## config.mk

```make
export PLATFORM = sky130hd
export DESIGN_NAME = nird_code_packer
export DESIGN_NICKNAME = d
export VERILOG_FILES = /design/src/rtl/nird_code_packer.sv
export SDC_FILE = /design/constraint.sdc
export NUM_CORES = 1
export LEC_CHECK = 0
export ABC_AREA = 0
export CAP_MARGIN = 20
export CORE_MARGIN = 10
export CORE_UTILIZATION = 50
export DETAILED_ROUTE_END_ITERATION = 7
export GPL_TIMING_DRIVEN = 0
export PLACE_DENSITY = 0.73
export SETUP_SLACK_MARGIN = 0.15
export SLEW_MARGIN = 20
export SYNTH_ARGS = -nofsm -noshare
export SYNTH_HDL_FRONTEND = slang
export SYNTH_SLANG_ARGS = --single-unit
```

## constraint.sdc

```tcl
create_clock -name clk -period 3.35 [get_ports clk]
set_clock_uncertainty 0.2 [all_clocks]
set_input_delay 0.5025 -clock clk [delete_from_list [all_inputs] [get_ports clk]]
set_output_delay 0.5025 -clock clk [all_outputs]
set_load 0.02 [all_outputs]
```

## src/rtl/nird_code_packer.sv

```systemverilog
// Serial-to-parallel packer for the NIRD relative-difference bit stream.
// Collects bits MSB-first into CODE_W-bit codes framed by sof_i/eof_i.
module nird_code_packer #(
  parameter int CODE_W = 8,
  parameter int CNT_W  = 16
) (
  input  logic              clk,
  input  logic              rst_n,
  input  logic              bit_i,
  input  logic              bit_valid_i,
  input  logic              sof_i,
  input  logic              eof_i,
  output logic [CODE_W-1:0] code_o,
  output logic              code_valid_o,
  output logic              code_partial_o,
  output logic [CNT_W-1:0]  code_cnt_o,
  output logic              busy_o,
  output logic              err_o
);

  localparam int IDX_W = $clog2(CODE_W);
  localparam logic [0:0] S_IDLE    = 1'b0;
  localparam logic [0:0] S_COLLECT = 1'b1;
  localparam logic [IDX_W-1:0] L_LAST = IDX_W'(CODE_W - 1);
  localparam logic [IDX_W:0]   L_CW   = (IDX_W+1)'(CODE_W);

  logic [0:0]        r_state;
  logic [IDX_W-1:0]  r_bit_idx;
  logic [CODE_W-1:0] r_shift;
  logic [CODE_W-1:0] r_code;
  logic              r_code_valid;
  logic              r_code_partial;
  logic [CNT_W-1:0]  r_code_cnt;
  logic              r_err;

  logic [CODE_W-1:0] w_shift_n;
  logic              w_full;
  logic [IDX_W:0]    w_k;
  logic [CODE_W-1:0] w_pad_code;
  logic [CNT_W-1:0]  w_cnt_inc;

  always_comb begin
    w_shift_n  = bit_valid_i ? {r_shift[CODE_W-2:0], bit_i} : r_shift;
    w_full     = bit_valid_i && (r_bit_idx == L_LAST);
    // pending bit count after accepting this cycle's bit (never CODE_W when !w_full)
    w_k        = {1'b0, r_bit_idx} + (IDX_W+1)'(bit_valid_i);
    w_pad_code = w_shift_n << (L_CW - w_k);
    w_cnt_inc  = (r_code_cnt == {CNT_W{1'b1}}) ? r_code_cnt : r_code_cnt + CNT_W'(1);
  end

  always_ff @(posedge clk or negedge rst_n) begin
    if (!rst_n) begin
      r_state        <= S_IDLE;
      r_bit_idx      <= '0;
      r_shift        <= '0;
      r_code         <= '0;
      r_code_valid   <= 1'b0;
      r_code_partial <= 1'b0;
      r_code_cnt     <= '0;
      r_err          <= 1'b0;
    end else begin
      r_code_valid <= 1'b0;
      if (sof_i) begin
        // restart: a same-cycle bit becomes the first bit of the new frame
        r_state    <= S_COLLECT;
        r_err      <= 1'b0;
        r_code_cnt <= '0;
        r_shift    <= CODE_W'(bit_valid_i & bit_i);
        r_bit_idx  <= IDX_W'(bit_valid_i);
      end else if (r_state == S_IDLE) begin
        if (bit_valid_i) r_err <= 1'b1;
      end else begin
        r_shift <= w_shift_n;
        if (w_full) begin
          r_code         <= w_shift_n;
          r_code_valid   <= 1'b1;
          r_code_partial <= 1'b0;
          r_code_cnt     <= w_cnt_inc;
        end else if (eof_i && (w_k != '0)) begin
          r_code         <= w_pad_code;
          r_code_valid   <= 1'b1;
          r_code_partial <= 1'b1;
          r_code_cnt     <= w_cnt_inc;
        end
        if (eof_i) begin
          r_state   <= S_IDLE;
          r_bit_idx <= '0;
        end else if (w_full) begin
          r_bit_idx <= '0;
        end else begin
          r_bit_idx <= w_k[IDX_W-1:0];
        end
      end
    end
  end

  assign code_o         = r_code;
  assign code_valid_o   = r_code_valid;
  assign code_partial_o = r_code_partial;
  assign code_cnt_o     = r_code_cnt;
  assign busy_o         = (r_state == S_COLLECT);
  assign err_o          = r_err;

endmodule

```

==> run_summary.xml, run 1 <==
<?xml version="1.0" encoding="UTF-8"?>
<metrics>
  <group name="placed_design">
    <metric name="place.gp.congestion" unit="">0.924</metric>
    <metric name="io_buffer_count" unit="">33</metric>
    <metric name="post-dp-hpwl" unit="mm">4.36</metric>
  </group>
  <group name="sta">
    <metric name="finalSetupViolations" unit="">0</metric>
    <metric name="layout_worst_path_cycle_share" unit="">0.890</metric>
    <metric name="max_slew.worst_pin.slew" unit="ns">0.561</metric>
    <metric name="worst_hold_slack" unit="ns">0.313</metric>
    <metric name="highest_clock_rate" unit="MHz">335</metric>
    <metric name="rsz_0062_raised_after_global_routing" unit="">no</metric>
    <metric name="timing.slew.headroom" unit="">0.625</metric>
    <metric name="finalHoldViolCount" unit="">0</metric>
    <metric name="post-route-min-period" unit="ns">2.98</metric>
    <metric name="report.final.slew_viol_count" unit="">0</metric>
    <metric name="fin_setup_tns" unit="ns">0</metric>
  </group>
  <group name="drt">
    <metric name="drt_iter0_drc" unit="">109</metric>
    <metric name="drt_drc_violations_left" unit="">0</metric>
    <metric name="postRouteAntennaNets" unit="">0</metric>
    <metric name="routed_wirelength" unit="mm">5.96</metric>
    <metric name="detailedRoute.firstPassIterationCount" unit="">4</metric>
    <metric name="average_wire_per_standard_cell" unit="microns">16.7</metric>
    <metric name="dr_total_vias" unit="">2173</metric>
    <metric name="dr_vias_cell" unit="">6.10</metric>
  </group>
  <group name="worst_setup_path">
    <metric name="critical_path_peak_fanout" unit="">7</metric>
    <metric name="regToRegSetupSlack" unit="ns">0.61</metric>
    <metric name="critical_path_class" unit="">in -&gt; reg</metric>
    <metric name="arrival" unit="ns">2.98</metric>
    <metric name="critPathCaptureType" unit="">flip-flop</metric>
    <metric name="critical_path.startpoint_type" unit="">primary input</metric>
    <metric name="cp_data_required_time" unit="ns">3.35</metric>
  </group>
  <group name="cts">
    <metric name="clock_tree_from_tritoncts" unit="">yes</metric>
    <metric name="cts_hold_buf" unit="">1</metric>
    <metric name="worstSkewPairLatency" unit="ns">0.30</metric>
    <metric name="cts_buffer_depth" unit="">2</metric>
    <metric name="cts-htree-levels" unit="">2</metric>
    <metric name="cts_buffers" unit="">5</metric>
    <metric name="postCtsSetupBuffers" unit="">0</metric>
    <metric name="clk_root_buffer_cell" unit="">sky130_fd_sc_hd__clkbuf_8</metric>
    <metric name="clkSlewWorstSetupHoldPaths" unit="ns">0.08</metric>
    <metric name="clock_sink_count" unit="">39</metric>
    <metric name="ctsResizeCount" unit="">0</metric>
  </group>
  <group name="logic_synthesis">
    <metric name="netlist-cell-type-count" unit="">52</metric>
    <metric name="synth_seq_area_share" unit="">0.412</metric>
    <metric name="post_synth_mux_area_share" unit="">0.0803</metric>
    <metric name="synth_top_family_by_area" unit="">compound AO/OA/AOI/OAI gates</metric>
    <metric name="synth-simple-area-share" unit="">0.195</metric>
    <metric name="synth.top_cell.area_share" unit="">0.412</metric>
    <metric name="syn_area_per_cell" unit="sq um">9.08</metric>
    <metric name="netlist.top_cell.by_area" unit="">sky130_fd_sc_hd__dfrtp_1</metric>
    <metric name="post_synth_top_flop" unit="">sky130_fd_sc_hd__dfrtp_1</metric>
    <metric name="synth.top_cells.by_count" unit="">sky130_fd_sc_hd__dfrtp_1 (39), sky130_fd_sc_hd__a21oi_1 (26), sky130_fd_sc_hd__nor2_1 (21), sky130_fd_sc_hd__nand2_1 (16), sky130_fd_sc_hd__nand3_1 (14)</metric>
    <metric name="synth_compound_area_frac" unit="">0.219</metric>
    <metric name="yosysWarningCount" unit="">0</metric>
    <metric name="synth.cell_area" unit="sq mm">0.00237</metric>
    <metric name="synth_top_cells_by_area" unit="">sky130_fd_sc_hd__dfrtp_1 (41%), sky130_fd_sc_hd__a21oi_1 (5.5%), sky130_fd_sc_hd__mux2i_1 (5.5%)</metric>
    <metric name="ys_seq_elements" unit="">39</metric>
    <metric name="synth_fp_nets" unit="">271</metric>
    <metric name="post_synth_fa_ha_maj_area_fraction" unit="">0.0211</metric>
    <metric name="synthCells" unit="">261</metric>
    <metric name="async_flop_share" unit="">1.00</metric>
    <metric name="area_share_of_xor_xnor_cells_in_the_synthesized_design" unit="">0.0327</metric>
    <metric name="synth_most_common_cell" unit="">sky130_fd_sc_hd__dfrtp_1</metric>
    <metric name="edff_count_synth" unit="">0</metric>
  </group>
  <group name="die">
    <metric name="fp.dieArea" unit="sq mm">0.00789</metric>
    <metric name="start_util" unit="">0.530</metric>
    <metric name="die_x" unit="microns">88.8</metric>
    <metric name="die_h" unit="microns">88.8</metric>
    <metric name="number_of_rows_created_at_floorplan" unit="">24</metric>
    <metric name="coreArea" unit="sq mm">0.00447</metric>
    <metric name="io_pins" unit="">34</metric>
  </group>
  <group name="grt">
    <metric name="grt_first_pass_wirelength" unit="mm">10.3</metric>
    <metric name="gr-usage-all-layers" unit="">0.164</metric>
    <metric name="top_usage_layer_grt" unit="">met2</metric>
    <metric name="via_count_of_the_first_global_routing_pass" unit="">2072</metric>
    <metric name="grt_max_degree" unit="">22</metric>
    <metric name="use_met1" unit="">0.224</metric>
    <metric name="grt_antenna_before_repair" unit="">0</metric>
    <metric name="use_met3" unit="">0.0450</metric>
    <metric name="groute.layer.met2.usage" unit="">0.241</metric>
    <metric name="globalRoute.totalOverflow" unit="">0</metric>
  </group>
  <group name="final_layout">
    <metric name="n_antenna_cell" unit="">0</metric>
    <metric name="nets" unit="">313</metric>
    <metric name="drive_above_1_share" unit="">0.0921</metric>
    <metric name="fillerInstances" unit="">374</metric>
    <metric name="synthToLayoutAreaGrowth" unit="%">21.6</metric>
  </group>
  <group name="pwr">
    <metric name="pwr_per_cell_area" unit="mW/mm^2">379</metric>
    <metric name="p_leak" unit="nW">1.21</metric>
    <metric name="peakVddDrop" unit="mV">0.205</metric>
  </group>
  <group name="status">
    <metric name="run_status" unit="">completed</metric>
  </group>
  <group name="min_path">
    <metric name="holdCritPathClass" unit="">reg -&gt; reg</metric>
  </group>
  <group name="flow_run">
    <metric name="max_cap_violations" unit="">0</metric>
  </group>
</metrics>
metrics by stage:
stage / total power [mW] / setup WS [ns] / instances / instance area, sq um / util
2_1_floorplan: 0.684 / 0.844 / 261 / 2370 / -
3_3_place_gp: 0.777 / 0.0864 / 346 / 2770 / 0.618
3_5_place_dp: 0.782 / 0.0909 / 347 / 2790 / 0.623
4_1_cts: 1.10 / 0.401 / 356 / 2880 / 0.644
5_1_grt: 1.15 / 0.260 / 356 / 2880 / 0.644
6_report: 1.09 / 0.369 / 356 / 2880 / 0.644
worst max-delay path, cell delays in order:
cell	delay [ns]
sky130_fd_sc_hd__clkdlybuf4s50_1	0.47
sky130_fd_sc_hd__ha_1	0.23
sky130_fd_sc_hd__ha_1	0.26
sky130_fd_sc_hd__a21boi_1	0.16
sky130_fd_sc_hd__a21oi_1	0.21
sky130_fd_sc_hd__o31ai_1	0.16
sky130_fd_sc_hd__or3_1	0.51
sky130_fd_sc_hd__or2_1	0.28
sky130_fd_sc_hd__o41ai_2	0.20
layer usage:
metal  wire [microns]  part of all wire  up-vias
met5                0                 0        -
met4              110             0.018        0
met3              406             0.068        9
met2             2680              0.45       61
met1             2760              0.46     1041
li1                 -                 -     1062
cell usage in the layout (no fill, tap or decap), drive strengths merged, types with 2 or more instances in the layout:
cell,instances
inv,6
and2,2
o31ai,3
o2111ai,2
and4,4
o41ai,2
mux2i,13
nand4,4
dfrtp,39
a221o,2
ha,4
nor4b,2
mux2,5
a21boi,2
a21oi,26
or3,9
xor2,6
a22o,3
nor2,21
a22oi,3
nor3,6
o21ai,24
o211ai,3
nand2,16
clkdlybuf4s50,32
a21o,3
clkbuf,10
nor3b,2
buf,13
xnor2,2
a31oi,2
nand3,14
and3,4
a211oi,3
final timing paths:
path,startpoint,end,cells past startpoint
worst min register to register,err_o,err_o,2
min in group asynchronous,rst_n,code_cnt_o[5],2
worst min-delay path,err_o,err_o,2
max in group asynchronous,rst_n,code_partial_o,3
worst max register to register,r_bit_idx[0],code_o[0],8
worst max-delay path,bit_valid_i,code_o[0],9
registers in the layout (all words and copies together), names as in the netlist:
name            cells
code_cnt_o         16
code_o              8
code_partial_o      1
r_shift             8
busy_o              1
r_bit_idx           3
code_valid_o        1
err_o               1
cell families after synthesis:
kind of cell,Yosys count
AOI/OAI and AO/OA,82
xor gates and xnor gates,8
DFF,39
muxes,18
and+or+nand+nor,89
adders and majority gates,4
buffers and inverters,21
power by group:
part | switching (mW) | internal (mW) | leakage (nW) | total, mW
sequential | 0.0203 | 0.493 | 0.527 | 0.514
clock | 0.174 | 0.146 | 0.0412 | 0.320
combinational | 0.151 | 0.109 | 0.645 | 0.260
area by class of cell:
class | instances | area [sq um] | area share
clock inverters | 2 | 12.5 | 0.00434
repair buffers | 35 | 363 | 0.126
plain buffers | 15 | 72.6 | 0.0252
well taps | 52 | 65.1 | 0.0226
flip-flops and latches | 39 | 976 | 0.339
multi-input cells | 201 | 1300 | 0.451
clock buffers | 6 | 72.6 | 0.0252
inverters | 6 | 22.5 | 0.00781
Note: power is estimated with default switching activity, not from simulation.
==> run 2: changes to the inputs <==
- CORE_UTILIZATION: 50 -> 54
- PLACE_DENSITY: 0.73 -> 0.78
==> run 2 against run 1 <==
Net effect: combinational power about the same; via count is 1.7% lower; cell count unchanged; final area decreased by 0.39%; largest power group unchanged; clock-buffer cell count is 1 higher; power shrank 0.46%; clock power is essentially flat; highest routed layer unchanged; critical endpoint is now code_cnt_o[1]; register-to-register slack better by 0.07 ns; critical path depth rose by 1; utilization up 2.4 points; hold slack worse by 0.0087 ns; setup slack improved by 0.037 ns.
==> run_summary.xml, run 2 (synthesis results as in run 1) <==
<?xml version="1.0" encoding="UTF-8"?>
<metrics>
  <group name="placed_design">
    <metric name="post-dp-hpwl" unit="mm">4.27</metric>
    <metric name="place.gp.congestion" unit="">0.853</metric>
    <metric name="post-place-cells" unit="">347</metric>
    <metric name="io_buffer_count" unit="">33</metric>
    <metric name="dp_worst_setup_slack" unit="ns">0.0993</metric>
  </group>
  <group name="worst_setup_path">
    <metric name="critical_path_class" unit="">in -&gt; reg</metric>
    <metric name="critical_path.startpoint_type" unit="">primary input</metric>
    <metric name="cp_data_required_time" unit="ns">3.31</metric>
    <metric name="arrival" unit="ns">2.90</metric>
    <metric name="critPathCaptureType" unit="">flip-flop</metric>
    <metric name="critical_path_peak_fanout" unit="">10</metric>
  </group>
  <group name="status">
    <metric name="run_status" unit="">completed</metric>
  </group>
  <group name="die">
    <metric name="die_x" unit="microns">86.2</metric>
    <metric name="coreArea" unit="sq mm">0.00429</metric>
    <metric name="number_of_rows_created_at_floorplan" unit="">24</metric>
    <metric name="start_util" unit="">0.552</metric>
    <metric name="die_h" unit="microns">86.2</metric>
    <metric name="fp.dieArea" unit="sq mm">0.00744</metric>
    <metric name="io_pins" unit="">34</metric>
  </group>
  <group name="sta">
    <metric name="max_slew.worst_pin.slew" unit="ns">0.527</metric>
    <metric name="setup_ws" unit="ns">0.406</metric>
    <metric name="fin_setup_tns" unit="ns">0</metric>
    <metric name="report.final.slew_viol_count" unit="">0</metric>
    <metric name="timing.slew.headroom" unit="">0.647</metric>
    <metric name="highest_clock_rate" unit="MHz">340</metric>
    <metric name="rsz_0062_raised_after_global_routing" unit="">no</metric>
    <metric name="finalSetupViolations" unit="">0</metric>
    <metric name="layout_worst_path_cycle_share" unit="">0.879</metric>
    <metric name="post-route-min-period" unit="ns">2.94</metric>
    <metric name="finalHoldViolCount" unit="">0</metric>
  </group>
  <group name="drt">
    <metric name="dr_total_vias" unit="">2137</metric>
    <metric name="dr_vias_cell" unit="">6.00</metric>
    <metric name="postRouteAntennaNets" unit="">0</metric>
    <metric name="routed_wirelength" unit="mm">5.88</metric>
    <metric name="average_wire_per_standard_cell" unit="microns">16.5</metric>
    <metric name="drt_drc_violations_left" unit="">0</metric>
    <metric name="detailedRoute.firstPassIterationCount" unit="">4</metric>
    <metric name="drt_iter0_drc" unit="">146</metric>
  </group>
  <group name="final_layout">
    <metric name="nets" unit="">313</metric>
    <metric name="commonest_non_fill_non_tap_cells_in_the_layout" unit="">sky130_fd_sc_hd__dfrtp_1 (39), sky130_fd_sc_hd__clkdlybuf4s50_1 (32), sky130_fd_sc_hd__a21oi_1 (26), sky130_fd_sc_hd__nor2_1 (21), sky130_fd_sc_hd__nand2_1 (16)</metric>
    <metric name="post_layout_nonfiller_instances" unit="">356</metric>
    <metric name="layout.cells.most_common" unit="">sky130_fd_sc_hd__dfrtp_1</metric>
    <metric name="largest_register_ff_count" unit="">16</metric>
    <metric name="drive_above_1_share" unit="">0.0888</metric>
    <metric name="synthToLayoutAreaGrowth" unit="%">21.2</metric>
    <metric name="n_antenna_cell" unit="">0</metric>
    <metric name="fillerInstances" unit="">379</metric>
  </group>
  <group name="cts">
    <metric name="postCtsSetupBuffers" unit="">0</metric>
    <metric name="worstSkewPairLatency" unit="ns">0.30</metric>
    <metric name="cts_buffers" unit="">5</metric>
    <metric name="clkSlewWorstSetupHoldPaths" unit="ns">0.07</metric>
    <metric name="clock_sink_count" unit="">39</metric>
    <metric name="clk_root_buffer_cell" unit="">sky130_fd_sc_hd__clkbuf_8</metric>
    <metric name="clock_tree_from_tritoncts" unit="">yes</metric>
    <metric name="cts-htree-levels" unit="">2</metric>
    <metric name="cts_buffer_depth" unit="">2</metric>
  </group>
  <group name="grt">
    <metric name="grt_max_degree" unit="">25</metric>
    <metric name="globalRoute.totalOverflow" unit="">0</metric>
    <metric name="via_count_of_the_first_global_routing_pass" unit="">2104</metric>
    <metric name="grt_antenna_before_repair" unit="">0</metric>
    <metric name="gr-usage-all-layers" unit="">0.165</metric>
    <metric name="grt_first_pass_wirelength" unit="mm">10.1</metric>
  </group>
  <group name="pwr">
    <metric name="p_leak" unit="nW">1.21</metric>
    <metric name="pwr_per_cell_area" unit="mW/mm^2">379</metric>
    <metric name="peakVddDrop" unit="mV">0.223</metric>
  </group>
  <group name="min_path">
    <metric name="holdCritPathClass" unit="">reg -&gt; reg</metric>
  </group>
  <group name="flow_run">
    <metric name="max_cap_violations" unit="">0</metric>
  </group>
</metrics>
==> run 2: cell count changes in the layout (fill, tap and decap cells not counted) <==
cell | previous run | this run
sky130_fd_sc_hd__clkbuf_1 | 5 | 6
sky130_fd_sc_hd__clkinvlp_4 | 1 | 0
sky130_fd_sc_hd__buf_16 | 1 | 0
sky130_fd_sc_hd__buf_12 | 0 | 1
==> run 2: area by class of cell <==
type / instances / area [sq um] / share of cell area
Multi-Input combinational cell: 201 / 1300 / 0.452
Sequential cell: 39 / 976 / 0.340
Timing Repair Buffer: 35 / 355 / 0.124
Clock buffer: 7 / 76.3 / 0.0266
Buffer: 15 / 72.6 / 0.0253
Tap cell: 52 / 65.1 / 0.0227
Inverter: 6 / 22.5 / 0.00784
Clock inverter: 1 / 5.00 / 0.00174
==> run 2: stage by stage <==
stage	total power, mW	area [sq um]	hold WS, ns	utilization
after floorplan	0.684	2370	0.00691	-
after global placement	0.773	2770	0.286	0.644
after detailed placement	0.779	2780	0.254	0.647
after CTS	1.10	2870	0.313	0.669
after global routing	1.14	2870	0.335	0.669
final	1.09	2870	0.304	0.669
==> run 2: what timing repair did <==
action,in CTS,in global routing
hold buffers,1,0
endpoints found under the hold margin,15,0
gates resized for setup,0,0
==> run 2: worst paths after layout <==
check,startpoint,end,slack (ns),cells past startpoint
setup reg to reg,r_bit_idx[0],code_o[0],0.68,8
min in group asynchronous,rst_n,code_valid_o,0.45,2
max in group asynchronous,rst_n,code_cnt_o[6],2.02,3
hold reg to reg,err_o,err_o,0.30,2
setup / recovery,bit_valid_i,code_cnt_o[1],0.41,10
hold / removal,err_o,err_o,0.30,2
==> run 2: critical path, cell delays in order <==
cell	delay (ns)
sky130_fd_sc_hd__clkdlybuf4s50_1	0.52
sky130_fd_sc_hd__ha_1	0.17
sky130_fd_sc_hd__ha_1	0.29
sky130_fd_sc_hd__a21boi_1	0.19
sky130_fd_sc_hd__a21oi_1	0.10
sky130_fd_sc_hd__o31a_2	0.36
sky130_fd_sc_hd__o211ai_1	0.25
sky130_fd_sc_hd__buf_2	0.26
sky130_fd_sc_hd__mux2i_1	0.20
sky130_fd_sc_hd__nor2_1	0.06
==> run 2: per-layer routing <==
metal  routed length, microns  global-route usage  vias up
met5                        0                   0        -
met4                      104              0.0692        0
met3                      436              0.0572        8
met2                     2740               0.258       58
met1                     2610               0.202     1015
li1                         -                   -     1056
==> run 2: where the power goes <==
group / internal, mW / switching (mW)
combinational: 0.108 / 0.149
clock: 0.146 / 0.171
sequential: 0.494 / 0.0194
total: 0.748 / 0.340
